**src/rtl/tdm_demux8.sv**
```systemverilog
// -----------------------------------------------------------------------------
// tdm_demux8
// Receive end of an 8:1 select-driven bit mux. Each valid beat carries one bit
// of a word on F, tagged by the Sel index that produced it. A frame is the
// in-order sequence Sel = 0..7; once it is complete the rebuilt word appears
// on A with a one-cycle A_valid pulse. Out-of-order selects raise Seq_err and
// frames that stall for MAX_GAP idle cycles raise Gap_err. The receiver
// resynchronises on the next Sel = 0.
//
// Parameters:
//   MAX_GAP  idle cycles tolerated inside a frame (0 disables the gap check)
//   GAP_W    gap counter width, 2**GAP_W must exceed MAX_GAP
//
// Ports:
//   Clk      in   1  clock, rising edge
//   Rst      in   1  synchronous reset, active-high
//   Valid    in   1  a bit beat is present on F/Sel
//   Sel      in   3  index of the bit currently on F
//   F        in   1  serial data bit
//   A        out  8  last completed word, A[i] = F sampled with Sel = i
//   A_valid  out  1  one-cycle pulse, A updated this cycle
//   Seq_err  out  1  one-cycle pulse, Sel out of order inside a frame
//   Gap_err  out  1  one-cycle pulse, frame aborted after MAX_GAP idle cycles
// -----------------------------------------------------------------------------
module tdm_demux8 #(
   parameter int MAX_GAP = 4,
   parameter int GAP_W   = 4
) (
   input  logic       Clk,
   input  logic       Rst,
   input  logic       Valid,
   input  logic [2:0] Sel,
   input  logic       F,
   output logic [7:0] A,
   output logic       A_valid,
   output logic       Seq_err,
   output logic       Gap_err
);

   typedef enum logic {
      HUNT    = 1'b0,
      COLLECT = 1'b1
   } state_t;

   localparam bit GAP_EN = (MAX_GAP != 0);
   localparam logic [GAP_W-1:0] GAP_LIMIT = GAP_W'(MAX_GAP);

   state_t           state_r;
   logic [7:0]       shadow_r;
   logic [2:0]       exp_r;
   logic [GAP_W-1:0] gap_r;
   logic [GAP_W-1:0] gap_inc_s;

   assign gap_inc_s = gap_r + GAP_W'(1'b1);

   // Frame FSM: collects beats into the shadow word and drives all registered outputs.
   always_ff @(posedge Clk) begin
      if (Rst) begin
         state_r  <= HUNT;
         shadow_r <= 8'd0;
         exp_r    <= 3'd0;
         gap_r    <= {GAP_W{1'b0}};
         A        <= 8'd0;
         A_valid  <= 1'b0;
         Seq_err  <= 1'b0;
         Gap_err  <= 1'b0;
      end else begin
         A_valid <= 1'b0;
         Seq_err <= 1'b0;
         Gap_err <= 1'b0;
         case (state_r)
            HUNT: begin
               // Only a Sel = 0 beat can open a frame; anything else is noise.
               if (Valid && (Sel == 3'd0)) begin
                  shadow_r[0] <= F;
                  exp_r       <= 3'd1;
                  gap_r       <= {GAP_W{1'b0}};
                  state_r     <= COLLECT;
               end
            end
            COLLECT: begin
               if (Valid) begin
                  if (Sel == exp_r) begin
                     shadow_r[exp_r] <= F;
                     gap_r           <= {GAP_W{1'b0}};
                     if (exp_r == 3'd7) begin
                        // Last bit goes straight to A; exp wraps to 0 so the
                        // next frame may follow without an idle cycle.
                        A       <= {F, shadow_r[6:0]};
                        A_valid <= 1'b1;
                        exp_r   <= 3'd0;
                     end else begin
                        exp_r <= exp_r + 3'd1;
                     end
                  end else begin
                     Seq_err <= 1'b1;
                     if (Sel == 3'd0) begin
                        // An early Sel = 0 restarts the frame in place; every
                        // older shadow bit is rewritten before it reaches A.
                        shadow_r[0] <= F;
                        exp_r       <= 3'd1;
                        gap_r       <= {GAP_W{1'b0}};
                     end else begin
                        exp_r   <= 3'd0;
                        gap_r   <= {GAP_W{1'b0}};
                        state_r <= HUNT;
                     end
                  end
               end else begin
                  // Idle time only counts inside a frame (exp != 0).
                  if (GAP_EN && (exp_r != 3'd0)) begin
                     if (gap_inc_s == GAP_LIMIT) begin
                        Gap_err <= 1'b1;
                        exp_r   <= 3'd0;
                        gap_r   <= {GAP_W{1'b0}};
                        state_r <= HUNT;
                     end else begin
                        gap_r <= gap_inc_s;
                     end
                  end
               end
            end
            default: begin
               state_r <= HUNT;
               exp_r   <= 3'd0;
               gap_r   <= {GAP_W{1'b0}};
            end
         endcase
      end
   end

   tdm_demux8_checker #(
      .MAX_GAP (MAX_GAP),
      .GAP_W   (GAP_W)
   ) u_checker (
      .clk     (Clk),
      .rst     (Rst),
      .hunt    (state_r == HUNT),
      .exp     (exp_r),
      .gap     (gap_r),
      .a_valid (A_valid),
      .seq_err (Seq_err),
      .gap_err (Gap_err)
   );

endmodule

// -----------------------------------------------------------------------------
// tdm_demux8_checker
// Invariants of the receiver: the three output pulses are mutually exclusive,
// HUNT carries no frame progress, and the gap counter stays below MAX_GAP.
//
// Ports:
//   clk, rst                     clock and synchronous reset
//   hunt                         receiver is in HUNT
//   exp, gap                     expected index and gap counter
//   a_valid, seq_err, gap_err    output pulses
// -----------------------------------------------------------------------------
module tdm_demux8_checker #(
   parameter int MAX_GAP = 4,
   parameter int GAP_W   = 4
) (
   input logic             clk,
   input logic             rst,
   input logic             hunt,
   input logic [2:0]       exp,
   input logic [GAP_W-1:0] gap,
   input logic             a_valid,
   input logic             seq_err,
   input logic             gap_err
);

   pulses_exclusive: assert property (@(posedge clk) disable iff (rst)
      $onehot0({a_valid, seq_err, gap_err}))
      else $error("tdm_demux8: more than one output pulse high");

   hunt_idle: assert property (@(posedge clk) disable iff (rst)
      hunt |-> ((exp == 3'd0) && (gap == {GAP_W{1'b0}})))
      else $error("tdm_demux8: frame progress held while hunting");

   gap_bounded: assert property (@(posedge clk) disable iff (rst)
      (MAX_GAP == 0) || (int'(gap) < MAX_GAP))
      else $error("tdm_demux8: gap counter reached its limit");

endmodule
```
**config.mk**
```make
export PLATFORM = sky130hd
export DESIGN_NAME = tdm_demux8
export DESIGN_NICKNAME = d
export VERILOG_FILES = /design/src/rtl/tdm_demux8.sv
export SDC_FILE = /design/constraint.sdc
export NUM_CORES = 1
export LEC_CHECK = 0
export BUFFER_PORTS_ARGS = -buffer_cell sky130_fd_sc_hd__buf_2
export CAP_MARGIN = 10
export CORE_MARGIN = 5
export CORE_UTILIZATION = 44
export DETAILED_ROUTE_END_ITERATION = 10
export HOLD_SLACK_MARGIN = 0.05
export SLEW_MARGIN = 20
export SYNTH_ARGS = -nofsm -noshare
export SYNTH_HDL_FRONTEND = slang
export SYNTH_SLANG_ARGS = --single-unit
```
**constraint.sdc**
```tcl
create_clock -name Clk -period 1.8 [get_ports Clk]
set_input_delay 0.18 -clock Clk [delete_from_list [all_inputs] [get_ports Clk]]
set_output_delay 0.18 -clock Clk [all_outputs]
set_load 0.05 [all_outputs]
```
After elaboration in Yosys (flattened, before gate mapping)
Cells that the tools add are included.
{"block": "totals", "input_bits": 7, "out_inout_bits": 11, "elab_cells": 68, "reg_bits": 27}
{"block": "classes", "addsub": 2, "n_eq_ne": 8, "bitwise": 4, "n_reduce_logical": 12, "muxes": 31, "magnitude_cmp": 2}
{"op": "$mux W3", "count": 6}
{"op": "$mux W4", "count": 4}
{"op": "$mux W1", "count": 15}
{"op": "$reduce_and A3 Y1", "count": 3}
{"op": "$bwmux W8", "count": 1}
{"op": "$pmux W4 S2", "count": 1}
{"op": "$reduce_or A4 Y1", "count": 2}
{"op": "$ne A3 B2 Y1 const B", "count": 2}
{"op": "$pmux W3 S2", "count": 1}
{"op": "$add A4 B1 Y4 const B", "count": 1}
{"op": "$eq A4 B3 Y1 const B", "count": 1}
{"op": "$lt A3 B4 Y1 const B", "count": 1}
{"op": "$ne A2 B2 Y1 const B", "count": 2}
{"op": "$not A1 Y1", "count": 4}
{"op": "$pmux W1 S2", "count": 2}
{"op": "$reduce_and A4 Y1", "count": 1}
{"op": "$add A3 B1 Y3 const B", "count": 1}
{"op": "$demux W1 S3", "count": 1}
{"op": "$eq A3 B3 Y1", "count": 1}
{"op": "$eq A3 B3 Y1 const B", "count": 1}
{"op": "$ge A3 B1 Y1 const B", "count": 1}
{"op": "$logic_not A3 Y1", "count": 1}
{"op": "$ne A3 B1 Y1 const B", "count": 1}
{"op": "$reduce_bool A3 Y1", "count": 1}
{"op": "3 further kinds", "count": 4}

Longest topological paths before layout
{"block": "depth", "depth_word": 8, "mapped_depth": 8, "depth_no_buf": 7}

Worst setup path after synthesis
OpenSTA, ideal clock, no wires.
{"block": "synth_timing", "path_kind": "reg-to-reg", "start": "reg exp_r[0]", "end": "reg gap_r[3]", "setup_time_ps": 70, "stages_incl_launch_ff": 8, "setup_slack_ps": 166, "synth_period_minus_slack_ps": 1634, "n_path_buf": 1, "t_required_ps": 1730, "arrival_ps": 1564, "path_cell_list": "dfxtp_1 -> buf_2 -> inv_1 -> ha_1 -> nand2b_1 -> a21oi_1 -> or4_1 -> a21oi_1"}
{"block": "synth_via", "elab_chain_cells": 3}
{"item": "from (decl)", "line_no": "50", "text": "logic [2:0] exp_r;"}
{"item": "from (signal assigned)", "line_no": "93", "text": "exp_r <= exp_r + 3'd1;"}
{"item": "$reduce_bool A3 Y1", "line_no": "111", "text": "if (GAP_EN && (exp_r != 3'd0)) begin"}
{"item": "$ne A3 B2 Y1 (no source line)"}
{"item": "$reduce_and A2 Y1 (no source line)"}
{"item": "to (signal assigned)", "line_no": "115", "text": "gap_r <= {GAP_W{1'b0}};"}
{"item": "to (signal assigned)", "line_no": "118", "text": "gap_r <= gap_inc_s;"}
{"item": "to (signal assigned)", "line_no": "126", "text": "gap_r <= {GAP_W{1'b0}};"}
{"item": "to (decl)", "line_no": "51", "text": "logic [GAP_W-1:0] gap_r;"}
Every way passes these cells.
A chain may end at the register's enable or synchronous reset.

Worst setup path in the final report
Ends and elaborated chain as after synthesis.

==> run metrics <==
count of final hold-check violations 0; net switching fraction of the power 20.4%; DRC violations left 0; worst hold-check path type primary input to flip-flop; routability cong. 0.870; clock skew 0.00123 ns; share of power burned in the clock network 38.9%; combined area of all synthesized cells 1220 sq um; root buffer cell clkbuf_4; post-layout utilization of the core 51.1%; Final Worst Setup Slack 0.124 ns; Max rail drop VDD 514 uV; Yosys reg bits 26; WHS 0.166 ns; clock tree buffer depth 2; Post-CTS Setup Bufs 0; cts bufs inserted 3; full die area 3930 sq um; Detailed Route Iter0 Violations 69; Startpoint Class flip-flop; number of nets in the layout 172; internal power consumption 0.000819 W; number of cells in the finished layout apart from fillers 190; Post-Syn Nets 155; final sum of negative setup slack 0 ns; final max-slew violation count 0; core region area 2710 sq um; setup repair after global routing missed its margin no; maximum clock frequency 597 MHz; number of clock sinks 26; P_leak 0.586 nW; CTS clock-pin slew for the worst setup and hold paths 0.14 ns; area used by multi-input combinational logic 641 sq um; vias in the first global route 1011; via density per instance 5.38; post-detail-place hpwl 1.76 mm; final antenna-violating net count 0; result of the run complete, no violations; total via count in the routed design 1022; final period utilization 93.1%; share of power burned in combinational logic 4.7%; sequential area share after synthesis 42.6%; dpl cells 186; critical path data arrival time 1.94 ns; gate count after technology mapping 143; share of power burned in registers 56.4%; Worst-Margin Slew 0.473 ns; effective utilization at floorplan 45.1%; latest clock arrival within the worst-skew pair 0.32 ns; power density over the cells 743 nW/um^2; number of hold-repair buffers added at the cts stage 0; Post-Place Worst Slack 0.0987 ns; pin count of the biggest net entering global routing 27; total of fill cells in the finished design 264; warnings from Yosys 0; global route total overflow 0; maximum fanout along the worst path 6; post-synthesis average cell area 8.54 sq um; endpoint kind of the worst setup timing path flip-flop; layout cells sized above 1 18.9%; required time of the critical path 2.06 ns; count of H-tree levels built during CTS 1; min Tclk post-route 1.68 ns; number of setup violations in the final report 0; number of enable flip-flop cells after synthesis 0; area taken by flip-flops and latches 523 sq um; clock tree from TritonCTS yes; critical path class flip-flop to flip-flop; max-cap violation count 0; vertical die dimension 62.7 um; port bufs 17; final WL 2.47 mm; Post-synth top flop dfxtp_1; mean routed wirelength per cell 13.0 um; wire length of the first global-routing pass 4.41 mm; Cell Rows 19; floorplan die width 62.7 um; Async S/R FF share, synth 0%; net load switching power 0.000210 W; number of antenna violations at the first check in global routing 0; layout overhead on the synthesized area 13.4%; Max transition margin 68.5%; drt first pass iters 5; io pins 18; n_diodes 0; Netlist cell types 35; Total GRT Usage 13.2%
-- logic make-up after synthesis --
logic type,count (synthesis),synth area share [%]
mux,7,5.74
flops,26,42.6
compound gates,27,14.4
buf+inv,13,5.22
fa+ha+maj,5,5.12
simple gates,62,24.7
xor+xnor,3,2.15
-- worst paths after layout --
| path | startpoint | endpoint | slack, ns | depth (start not counted) |
|---|---|---|---|---|
| worst max-delay path | exp_r[0] | gap_r[3] | 0.12 | 6 |
| worst min-delay path | F | A[7] | 0.17 | 3 |
| worst max register to register | exp_r[0] | gap_r[3] | 0.12 | 6 |
| worst min register to register | A[1] | A[1] | 0.46 | 2 |
-- Yosys cell counts, drive strengths merged (3+ instances only) --
| cell | instances | area, sq um |
|---|---|---|
| nor3 | 4 | 20.0 |
| a311oi | 3 | 26.3 |
| nand3 | 5 | 25.0 |
| xor2 | 3 | 26.3 |
| ha | 5 | 62.6 |
| nand2 | 21 | 78.8 |
| mux2i | 7 | 70.1 |
| inv | 4 | 15.0 |
| clkbuf | 3 | 11.3 |
| dfxtp | 26 | 521 |
| buf | 6 | 37.5 |
| a21oi | 15 | 75.1 |
| nor2 | 16 | 60.1 |
-- power by group through the flow --
stage | Clock, W | Sequential, W | Combinational [W]
floorplan | 0 | 0.000593 | 0.0000314
global placement | 0 | 0.000593 | 0.0000479
detailed placement | 0 | 0.000593 | 0.0000481
CTS | 0.000418 | 0.000581 | 0.0000484
global route | 0.000449 | 0.000581 | 0.0000534
finish | 0.000400 | 0.000580 | 0.0000482
-- repair_timing --
item | in CTS | in global routing
hold endpoints to repair | 0 | 0
setup endpoints to repair | 0 | 3
gates resized for setup | 0 | 3
-- stage by stage --
step,power [W],cell area [sq um]
floorplan,0.000624,1220
global placement,0.000641,1330
detailed placement,0.000641,1330
CTS,0.00105,1380
global route,0.00108,1390
finish,0.00103,1390
-- state kept, by name, summed over array words and instances, names as in the netlist --
signal and flops:
Seq_err 1, gap_r 4, A_valid 1, state_r 1, exp_r 3, Gap_err 1
A 8, shadow_r 7
-- final cells by class --
cell class	instances	area share, %
Clock buffer	3	1.63
Multi-Input combinational cell	104	46.3
Tap cell	31	2.80
Clock inverter	1	2.17
Timing Repair Buffer	21	8.31
Inverter	4	1.08
Sequential cell	26	37.8
-- worst max-delay path, cell delays in order, from the launching register on --
cell      delay [ns]
dfxtp_1         0.39
inv_1           0.10
ha_1            0.20
nand2b_1        0.16
a21oi_1         0.16
or4_1           0.48
a21oi_1         0.13
-- placed cells by master, fill, tap and decap left out, drive strengths merged, types with 2 or more instances in the layout --
cell type	synthesis	final
nand3	5	5
nand3b	2	2
a21oi	15	15
nor2	16	16
nand4	2	2
buf	6	21
a311oi	3	3
mux2i	7	7
xor2	3	3
nor3	4	4
dfxtp	26	26
and2	2	2
nor2b	2	2
nand2b	2	2
inv	4	4
nand4b	2	2
nand2	21	21
ha	5	5
clkbuf	3	3
-- per-layer routing --
| metal | up-vias | part of all wire [%] | wire length, um | GRT usage [%] |
|---|---|---|---|---|
| met5 | - | 0 | 0 | 0 |
| met4 | 0 | 0.85 | 21 | 3.98 |
| met3 | 4 | 4.3 | 107 | 3.24 |
| met2 | 23 | 45 | 1100 | 21.1 |
| met1 | 466 | 50 | 1240 | 17.5 |
| li1 | 529 | - | - | - |
Power figures use the tool's default switching activity.
